<file path="src/rtl/register_load_arbiter_pkg.sv">
// Shared constants and state encoding for the register load arbiter.
package register_load_arbiter_pkg;

   localparam int unsigned DEFAULT_DATA_WIDTH = 1;
   localparam int unsigned DEFAULT_ADDR_WIDTH = 2;
   localparam int unsigned NUM_REQ            = 2;

   typedef enum logic [1:0] {
      ST_IDLE    = 2'd0,
      ST_LOAD    = 2'd1,
      ST_ACK     = 2'd2,
      ST_RELEASE = 2'd3
   } state_t;

endpackage

</file>
<file path="src/rtl/register_load_arbiter_pick.sv">
// Two-requester grant selection; REGISTER_LOAD_ARBITER_ROUND_ROBIN_EN selects
// round-robin (pointer names the preferred requester) over fixed priority.
module register_load_arbiter_pick
   import register_load_arbiter_pkg::*;
(
   input  logic [NUM_REQ-1:0] req,
`ifdef REGISTER_LOAD_ARBITER_ROUND_ROBIN_EN
   input  logic               ptr,
`endif
   output logic [NUM_REQ-1:0] grant_c
);

   always_comb begin
      grant_c = '0;
`ifdef REGISTER_LOAD_ARBITER_ROUND_ROBIN_EN
      if (req == 2'b11)  grant_c = ptr ? 2'b10 : 2'b01;
      else if (req[0])   grant_c = 2'b01;
      else if (req[1])   grant_c = 2'b10;
`else
      if (req[0])        grant_c = 2'b01;
      else if (req[1])   grant_c = 2'b10;
`endif
   end

endmodule

</file>
<file path="src/rtl/register_load_arbiter.sv">
// Arbitrates two writers onto a shared bus of falling-edge registers.
// Build with REGISTER_LOAD_ARBITER_ROUND_ROBIN_EN for round-robin grants.
module register_load_arbiter
   import register_load_arbiter_pkg::*;
#(
   parameter  int unsigned DATA_WIDTH = DEFAULT_DATA_WIDTH,
   parameter  int unsigned ADDR_WIDTH = DEFAULT_ADDR_WIDTH,
   localparam int unsigned NUM_REGS   = 2 ** ADDR_WIDTH
)(
   input  logic                  Clk,
   input  logic                  Reset,
   input  logic [NUM_REQ-1:0]    Req,
   input  logic [ADDR_WIDTH-1:0] Addr0,
   input  logic [ADDR_WIDTH-1:0] Addr1,
   input  logic [DATA_WIDTH-1:0] Data0,
   input  logic [DATA_WIDTH-1:0] Data1,
   output logic [NUM_REQ-1:0]    Ack,
   output logic [DATA_WIDTH-1:0] DataOut,
   output logic [NUM_REGS-1:0]   Enbar,
   output logic                  Busy
);

   state_t                state_q, state_d;
   logic [NUM_REQ-1:0]    gnt_q, gnt_d;
   logic [NUM_REQ-1:0]    pick_gnt_c;
   logic [NUM_REQ-1:0]    ack_d;
   logic [DATA_WIDTH-1:0] data_d;
   logic [NUM_REGS-1:0]   enbar_d;
   logic [ADDR_WIDTH-1:0] sel_addr_c;
   logic [DATA_WIDTH-1:0] sel_data_c;

`ifdef REGISTER_LOAD_ARBITER_ROUND_ROBIN_EN
   logic ptr_q, ptr_d;

   register_load_arbiter_pick u_pick (
      .req     (Req),
      .ptr     (ptr_q),
      .grant_c (pick_gnt_c)
   );
`else
   register_load_arbiter_pick u_pick (
      .req     (Req),
      .grant_c (pick_gnt_c)
   );
`endif

   // Next state and next output values; outputs are flopped below.
   always_comb begin
      state_d    = state_q;
      gnt_d      = gnt_q;
      data_d     = DataOut;
      enbar_d    = '1;
      ack_d      = '0;
      sel_addr_c = pick_gnt_c[1] ? Addr1 : Addr0;
      sel_data_c = pick_gnt_c[1] ? Data1 : Data0;
`ifdef REGISTER_LOAD_ARBITER_ROUND_ROBIN_EN
      ptr_d      = ptr_q;
`endif
      case (state_q)
         ST_IDLE: begin
            if (|Req) begin
               state_d = ST_LOAD;
               gnt_d   = pick_gnt_c;
               data_d  = sel_data_c;
               enbar_d = ~(NUM_REGS'(1) << sel_addr_c);
`ifdef REGISTER_LOAD_ARBITER_ROUND_ROBIN_EN
               ptr_d   = pick_gnt_c[0];
`endif
            end
         end
         ST_LOAD: begin
            state_d = ST_ACK;
            ack_d   = gnt_q;
         end
         ST_ACK: begin
            state_d = ST_RELEASE;
         end
         ST_RELEASE: begin
            // Hold off re-arbitration until the served requester lets go.
            if ((Req & gnt_q) == '0) state_d = ST_IDLE;
         end
         default: begin
            state_d = ST_IDLE;
         end
      endcase
   end

   always_ff @(posedge Clk) begin
      if (Reset) begin
         state_q <= ST_IDLE;
         gnt_q   <= '0;
         Ack     <= '0;
         DataOut <= '0;
         Enbar   <= '1;
         Busy    <= 1'b0;
`ifdef REGISTER_LOAD_ARBITER_ROUND_ROBIN_EN
         ptr_q   <= 1'b0;
`endif
      end else begin
         state_q <= state_d;
         gnt_q   <= gnt_d;
         Ack     <= ack_d;
         DataOut <= data_d;
         Enbar   <= enbar_d;
         Busy    <= (state_d != ST_IDLE);
`ifdef REGISTER_LOAD_ARBITER_ROUND_ROBIN_EN
         ptr_q   <= ptr_d;
`endif
      end
   end

endmodule

</file>
<file path="config.mk">
export PLATFORM = sky130hd
export DESIGN_NAME = register_load_arbiter
export DESIGN_NICKNAME = d
export VERILOG_FILES = /design/src/rtl/register_load_arbiter_pkg.sv /design/src/rtl/register_load_arbiter_pick.sv /design/src/rtl/register_load_arbiter.sv
export SDC_FILE = /design/constraint.sdc
export NUM_CORES = 1
export LEC_CHECK = 0
export BUFFER_PORTS_ARGS = -buffer_cell sky130_fd_sc_hd__buf_2
export CAP_MARGIN = 20
export CORE_MARGIN = 4
export CORE_UTILIZATION = 31
export DETAILED_ROUTE_END_ITERATION = 7
export PLACE_DENSITY = 0.54
export SYNTH_ARGS = -nofsm -noshare
export SYNTH_HDL_FRONTEND = slang
export SYNTH_HIERARCHICAL = 1
export SYNTH_SLANG_ARGS = --single-unit
</file>
<file path="constraint.sdc">
create_clock -name Clk -period 1.3 [get_ports Clk]
set_input_delay 0.065 -clock Clk [delete_from_list [all_inputs] [get_ports Clk]]
set_output_delay 0.065 -clock Clk [all_outputs]
set_load 0.05 [all_outputs]
</file>
==> out/results.txt <==
die area: 0.00234 mm2
RSZ-0062 raised after global routing: no
Total Wirelength: 982 um
Crit Path Max Fanout: 9
Post-Place Worst Slack: 0.197 ns
CP Launch Type: register
initial antenna violation count: 0
largest family of logic cells by synthesized area: simple AND/OR/NAND/NOR gates
antenna-violating nets left: 0
diodes inserted: 0
synth top area cells: dfxtp_1 (48%), o31ai_1 (4.5%), a21oi_1 (4.0%)
Net Count, Synth: 62
Int Pwr: 0.000627 W
Clock Power Share: 0.323
worst hold start: Addr0[1]
YS warnings: 6
Critical Path End Type: register
gp weighted congestion: 0.812
first drt pass iteration count: 4
Cell Area, Synth: 504 um2
Peak Freq: 909 MHz
P_leak: 0.256 nW
gr ovfl total: 0
number of fill cells: 151
Root Buffer: clkbuf_4
CTS tree: done
worst slew pin tran: 0.363 ns
top cell type by total area after synthesis: dfxtp_1
Fin Setup TNS: 0 ns
Via Count: 440
grt met2 use: 0.115
first-pass GRT wire length: 1670 um
Min Clock Period, post-route: 1.10 ns
post-synthesis mux area share: 0.0199
GRT Max-Usage Layer: met1
Starting Density: 0.331
# rows: 14
total chip power: 0.000893 W
switching pwr: 0.000266 W
Layout area overhead: 23.8%
final hold violation count: 0
Seq pwr share: 0.476
Slew Limit Fails: 0
Synth Area in XOR/XNOR: 0
Post-Syn Instances: 52
CTS Hold Buffers Added: 0
DIE HEIGHT: 48.3 um
Core Area: 0.00152 mm2
Post-DP HPWL: 744 um
data arrival time of the worst path: 1.24 ns
post-synth cell types: 27
GR Util met3: 0.0307
CP Data Required Time: 1.44 ns
Die X: 48.3 um
met1 Usage GRT: 0.125
I/O pins: 18
Final Worst Setup Slack: 0.200 ns
CTS Buf Count: 3
Hold Crit Class: input pin to register
adder-cell share of the synthesized area: 0
combinational share of power: 0.201
Port Buffers: 17
Simple-Gate Fraction of Synth Area: 0.251
Worst-Skew Late Latency: 0.27 ns
ratio of cells with drive above 1 in the final layout: 0.377
flops & latches, synth: 12
Num Clock Sinks: 12
Period Utilization, post-route: 0.846
Reg-to-Reg Start: state_q[1]
# setup viols final: 0
Sw Share: 0.298
DR iter-0 viols: 5
Post-CTS Setup Inserts: 0
CTS Buffer Depth: 2
max-slew headroom at the worst pin: 0.756
post-synth top area share: 0.476
DRC viols: 0
routed len/inst: 11.6 um
critical path launch point: state_q[1]
pwr/cell area: 1430 mW/mm2
largest net degree at the start of global routing: 10
drt via density: 5.18
skew final: 0.00424 ns
run status: finished clean
VDD IR-drop max: 623 uV
Seq/Total Area, Yosys: 0.476
final net count: 80
Synth Area in Compound Gates: 0.196
htree depth: 1
WS Path Type: register to register
via count of the first global-routing pass: 377
syn avg cell area: 9.70 um2
Clock Pin Slew Worst Setup and Hold Paths: 0.07 ns
CTS resizes: 0
Max-Cap Viols: 0
Overall Global Routing Usage: 0.0936
-- cells by family (layout without fill, tap and decap cells) --
kind of cell | count (synthesis) | after routing
AND/OR/NAND/NOR | 19 | 19
AO/OA/AOI/OAI | 14 | 14
flip-flops | 12 | 12
buffers and inverters | 6 | 23
multiplexers | 1 | 1
-- cells in the final DEF (no fill, tap or decap), drive strengths merged --
cell     n
buf     17
dfxtp   12
a21oi    4
nand2    4
clkbuf   4
nand3    3
o31ai    3
nor4b    2
nor3     2
o21ai    2
inv      2
a221oi   2
nor2     2
or2      1
nor4     1
nand3b   1
nand2b   1
o22ai    1
mux2i    1
a311oi   1
a211oi   1
nor3b    1
nor2b    1
-- synthesized netlist by cell type --
cell type / count
a211oi_1: 1
clkbuf_1: 1
nand2b_1: 1
inv_1: 1
o22ai_1: 1
buf_2: 2
mux2i_1: 1
inv_2: 1
a221oi_2: 1
nand3b_1: 1
o31ai_1: 3
nor3b_1: 1
a311oi_1: 1
o21ai_1: 2
nor2b_4: 1
nor2_1: 1
nand3_1: 3
nor2_4: 1
nor3_1: 2
nor4_2: 1
dfxtp_1: 12
buf_4: 1
or2_1: 1
a21oi_1: 4
nor4b_1: 2
nand2_1: 4
a221oi_1: 1
-- state kept, by name, summed over array words and instances, names as in the netlist --
register / count
state_q: 2
Ack: 2
gnt_q: 2
Enbar: 4
DataOut: 1
Busy: 1
-- final timing paths --
path         slack (ns)  cells after the start       end
max                0.20                      2  Enbar[0]
min                0.06                      3  Enbar[1]
max reg2reg        0.20                      2  Enbar[0]
min reg2reg        0.50                      2  gnt_q[1]
-- final cells by class --
type | count | area [um2] | area share
Inverter | 2 | 7.51 | 0.0120
Multi-Input combinational cell | 34 | 235 | 0.377
Clock buffer | 4 | 36.3 | 0.0581
Tap cell | 16 | 20.0 | 0.0321
Sequential cell | 12 | 240 | 0.385
Timing Repair Buffer | 17 | 85.1 | 0.136
-- per-stage QoR --
step                      std cells  hold WS, ns  cell area, um2  utilization
after floorplan                  52        0.189             504            -
after global routing             85       0.0606             624        0.410
after global placement           81        0.327             588        0.386
after CTS                        85       0.0509             624        0.410
after detailed placement         81        0.328             588        0.386
final                            85       0.0571             624        0.410
-- layer usage --
layer  part of all wire  up-vias
met3              0.096        4
met5                  0        -
li1                   -      227
met1               0.47      189
met2               0.39       20
met4              0.040        0
-- power groups by stage --
stage	registers, W	clock network (W)	logic (W)
after floorplan	0.000473	0	0.0000961
after global placement	0.000434	0	0.000181
after detailed placement	0.000434	0	0.000181
after CTS	0.000426	0.000299	0.000181
after global routing	0.000430	0.000309	0.000200
final	0.000425	0.000288	0.000180
-- worst max-delay path, stage by stage, from the launching register on --
cell	delay, ns
dfxtp_1	0.42
nor4_2	0.44
o21ai_1	0.11
No activity file was read; power rests on OpenSTA's default activity.
